## config.mk

```make
export PLATFORM = sky130hd
export DESIGN_NAME = tt_um_hamming_encoder_7_4
export DESIGN_NICKNAME = d
export VERILOG_FILES = /design/src/rtl/tt_um_hamming_encoder_7_4.sv
export SDC_FILE = /design/constraint.sdc
export NUM_CORES = 1
export LEC_CHECK = 0
export CAP_MARGIN = 20
export CORE_UTILIZATION = 50
export DETAILED_ROUTE_END_ITERATION = 12
export PLACE_DENSITY = 0.83
export SETUP_SLACK_MARGIN = 0.2
export SYNTH_ARGS = -nofsm -noshare
export SYNTH_HDL_FRONTEND = slang
export SYNTH_SLANG_ARGS = --single-unit
export TNS_END_PERCENT = 100
```

## constraint.sdc

```tcl
create_clock -name clk -period 1.45 [get_ports clk]
set_input_delay 0.2175 -clock clk [delete_from_list [all_inputs] [get_ports clk]]
set_output_delay 0.2175 -clock clk [all_outputs]
set_load 0.005 [all_outputs]
```

## src/rtl/tt_um_hamming_encoder_7_4.sv

```systemverilog
// rtl/tt_um_hamming_encoder_7_4.sv - Hamming(7,4) encoder with serial codeword output
// Accepts one nibble per frame, optionally corrupts one position, and shifts 7 bits out MSB first.
module tt_um_hamming_encoder_7_4 (
  input  logic       clk,
  input  logic       rst_n,
  input  logic       ena,
  input  logic [3:0] data_in,
  input  logic       data_valid,
  input  logic [2:0] err_pos,
  output logic       data_ready,
  output logic       encode_out,
  output logic       bit_valid,
  output logic       frame_start
);

  typedef enum logic {
    IDLE = 1'b0,
    SEND = 1'b1
  } state_t;

  state_t     state;
  logic [2:0] idx;
  logic [6:0] sr;
  logic [6:0] load_word;
  logic       last_bit;
  logic       accept;

  // Position k maps to sr[7-k]; err_pos=0 matches no bit, so the word passes untouched.
  function automatic logic [6:0] encode(input logic [3:0] d, input logic [2:0] ep);
    logic       d1, d2, d3, d4;
    logic [6:0] cw;
    logic [6:0] mask;
    d1   = d[3];
    d2   = d[2];
    d3   = d[1];
    d4   = d[0];
    cw   = {d1 ^ d2 ^ d4, d1 ^ d3 ^ d4, d1, d2 ^ d3 ^ d4, d2, d3, d4};
    mask = '0;
    for (int i = 0; i < 7; i++) begin
      mask[i] = (ep == 3'(7 - i));
    end
    return cw ^ mask;
  endfunction

  assign load_word = encode(data_in, err_pos);
  assign last_bit  = (state == SEND) && (idx == 3'd6);

  // rst_n gates the combinational outputs so nothing is offered while reset is held.
  assign data_ready  = rst_n && ena && ((state == IDLE) || last_bit);
  assign accept      = data_valid && data_ready;
  assign bit_valid   = rst_n && ena && (state == SEND);
  assign frame_start = bit_valid && (idx == 3'd0);
  assign encode_out  = (state == SEND) && sr[6];

  always_ff @(posedge clk or negedge rst_n) begin
    if (!rst_n) begin
      state <= IDLE;
      idx   <= 3'd0;
      sr    <= 7'd0;
    end else if (ena) begin
      if (accept) begin
        state <= SEND;
        idx   <= 3'd0;
        sr    <= load_word;
      end else if (state == SEND) begin
        if (idx == 3'd6) begin
          state <= IDLE;
          idx   <= 3'd0;
          sr    <= 7'd0;
        end else begin
          idx <= idx + 3'd1;
          sr  <= {sr[5:0], 1'b0};
        end
      end
    end
  end

endmodule

```

==> flow_metrics.py, run 1 <==
metrics = {
    "sta": {
        "finalHoldViolCount": 0,
        "setup_violations": 0,
        "min_period_over_period": 0.953,
        "slew_violations": 0,
        "hold_ws_ns": 0.112,
        "period_needed_ns": 1.38,
        "rsz0062_at_grt": "true",
        "tightest_slew_ns": 0.261,
        "slew-limit-headroom": 0.826,
        "fmax_mhz": 724,
        "clock_skew_ns": 0.00552,
    },
    "synth": {
        "yosys-top-cells-area": "dfrtp_1 (34%), mux2i_1 (8.6%), xor2_1 (8.6%)",
        "yosys.area_share.simple": 0.233,
        "synth_top_family_by_area": "simple AND/OR/NAND/NOR gates",
        "ys_warn_count": 0,
        "syn_area_sq_um": 811,
        "synth_top_cells_by_count": "dfrtp_1 (11), xor2_1 (8), and3_1 (7), mux2i_1 (7), a22oi_1 (6)",
        "synthCells": 77,
        "synth-seq-cells": 11,
        "synth_top_area_frac": 0.340,
        "synthXorXnorAreaFrac": 0.170,
        "synth_edf_count": 0,
        "synthMuxAreaShare": 0.0864,
        "ys_seq_area_frac": 0.340,
        "synth-main-ff-cell": "dfrtp_1",
        "synth_adder_area_share": 0,
        "synth_area_per_cell_sq_um": 10.5,
        "yosysUniqueCellTypes": 26,
        "yosysTopAreaCell": "dfrtp_1",
        "yosysMostFrequentCell": "dfrtp_1",
        "synth_compound_area_frac": 0.139,
        "async_flop_share": 1.00,
        "syn_nets": 88,
    },
    "layout": {
        "nets": 125,
        "post-route-util": 0.818,
        "diodes": 0,
        "fillCellCount": 102,
        "multi_input_area_sq_um": 557,
        "layout-drive-gt1-share": 0.389,
        "seq_area_sq_um": 278,
        "area_delta_synth_final_pct": 52.0,
    },
    "power_and_ir_drop": {
        "p_per_area_mw_per_mm2": 1480,
        "p_leak_nw": 0.589,
        "power_mw": 1.82,
        "irDropWorstVdd_mv": 0.751,
    },
    "global_route": {
        "grt_first_pass_wirelength_um": 3250,
        "antenna_found_initial": 0,
        "track_usage": 0.248,
        "grtUsageMet1": 0.246,
        "grt_pass1_vias": 790,
        "overflow": 0,
        "busiest_layer": "met2",
        "met3_usage": 0.0431,
        "grt_max_degree": 14,
        "gr-usage-met2": 0.492,
    },
    "setup_path": {
        "r2r_setup_slack_ns": 0.08,
        "worstPathArrival_ns": 1.16,
        "path_cells": "buf_6, buf_12, a21oi_2, buf_2",
        "crit_buf_inv": 3,
        "critPathLaunchType": "flip-flop",
        "crit_required_ns": 1.23,
        "critPathKind": "flip-flop to output port",
        "critPathTopFamily": "flip-flops",
        "endpoint_kind": "output port",
        "crit_path_max_incr_delay_ns": 0.40,
        "worst_path_max_delay_cell": "dfrtp_1",
        "worst-path-max-fanout": 13,
    },
    "floorplan": {
        "core_sq_mm": 0.00151,
        "chipWidth_um": 42.3,
        "start_util": 0.538,
        "fp.dieH_um": 42.3,
        "ios": 15,
        "die_area_sq_mm": 0.00179,
        "row_count": 14,
    },
    "routing": {
        "vias": 760,
        "ant_nets": 0,
        "route.detailed.drc": 0,
        "routedWlPerCell_um": 16.2,
        "drtIter0Drc": 14,
        "first_pass_iters": 4,
        "via_per_inst": 5.89,
        "routed_wl_um": 2090,
    },
    "clock_tree": {
        "cts_root_buf": "clkbuf_4",
        "clkLatencyLatePin_ns": 0.27,
        "ctsHoldBuffers": 0,
        "path_clk_slew_ns": 0.07,
        "cts_made_buffers": 3,
        "cts-htree-levels": 1,
        "cts.sinks": 11,
        "cts_tree": "done",
        "cts.path.max_buffers": 2,
    },
    "outcome": {
        "status": "complete, no violations",
    },
    "placement": {
        "place_hpwl_um": 1320,
        "portBuffers": 14,
        "gp_congestion": 0.691,
    },
    "min_path": {
        "min_path_type": "input port to asynchronous set/reset pin",
    },
    "flow_run": {
        "maxCapViolations": 0,
    },
}
==> layer usage <==
layer  routed length [um]  up-vias
met5                    0        -
met4                   19        0
met3                   76        2
met2                 1260       28
met1                  736      370
li1                     -      360
==> cell type report <==
type | instances | area share
timing repair buffer | 37 | 0.282
tap | 16 | 0.0162
sequential | 11 | 0.225
clock buffer | 4 | 0.0213
inverter | 1 | 0.00305
multi-input combinational | 60 | 0.452
==> worst reg2reg max path: stages (launching register included) <==
cell	delay (ns)
dfrtp_1	0.40
nand3b_4	0.18
buf_6	0.14
a21oi_4	0.17
buf_12	0.15
mux2i_2	0.23
==> cells in the final DEF (no fill, tap or decap), types with 2 or more instances in the layout <==
cell type and count:
nor3b_1 2, nor3b_2 2, and3_1 6, xnor3_1 3, xor2_1 8, clkdlybuf4s50_1 6
buf_6 8, nand3_1 4, buf_12 2, buf_4 15, dfrtp_2 2, dfrtp_1 9
nand2_1 3, clkbuf_4 3, dlygate4sd2_1 4, nand3b_1 4, a22oi_1 5, mux2i_1 6
buf_2 2
==> power by group <==
part | internal [mW] | switching, mW
Clock | 0.106 | 0.101
Combinational | 0.599 | 0.454
Sequential | 0.447 | 0.115
Total | 1.15 | 0.670
==> worst paths after layout <==
| path | start | endpoint | cells after the start |
|---|---|---|---|
| max | state | data_ready | 4 |
| min in group clk | sr[0] | sr[0] | 2 |
| min reg2reg | sr[0] | sr[0] | 2 |
| max in group asynchronous | rst_n | idx[1] | 3 |
| min | rst_n | idx[2] | 3 |
| max reg2reg | idx[0] | sr[5] | 5 |
==> metrics by stage <==
| step | setup slack [ns] | setup TNS (ns) | instance area, sq um | cells |
|---|---|---|---|---|
| 2_1_floorplan | 0.252 | 0 | 811 | 77 |
| 3_5_place_dp | -0.489 | -2.92 | 1080 | 118 |
| 5_1_grt | 0.0247 | 0 | 1230 | 129 |
| 3_3_place_gp | -0.391 | -2.52 | 1080 | 118 |
| 4_1_cts | 0.0868 | 0 | 1190 | 128 |
| 6_report | 0.0681 | 0 | 1230 | 129 |
==> registers in the layout, indices dropped and copies added (netlist names) <==
signal  flops
sr          7
state       1
idx         3
==> cell families after synthesis <==
kind of cell    Yosys count
simple gates             28
compound gates           14
xor+xnor                 11
flops                    11
mux                       7
buf+inv                   6
==> what timing repair did <==
item | 4_1_cts | 5_1_grt
setup endpoints to repair | 14 | 13
pin swaps | 3 | 0
buffers inserted | 6 | 1
resized for setup | 36 | 7
Power figures use the tool's default switching activity.
==> inputs of run 2 (changes only) <==
SLEW_MARGIN = 20   (was unset)
==> results of run 2 <==
Same layout as run 1: the final DEF is identical, and so are final timing and power.
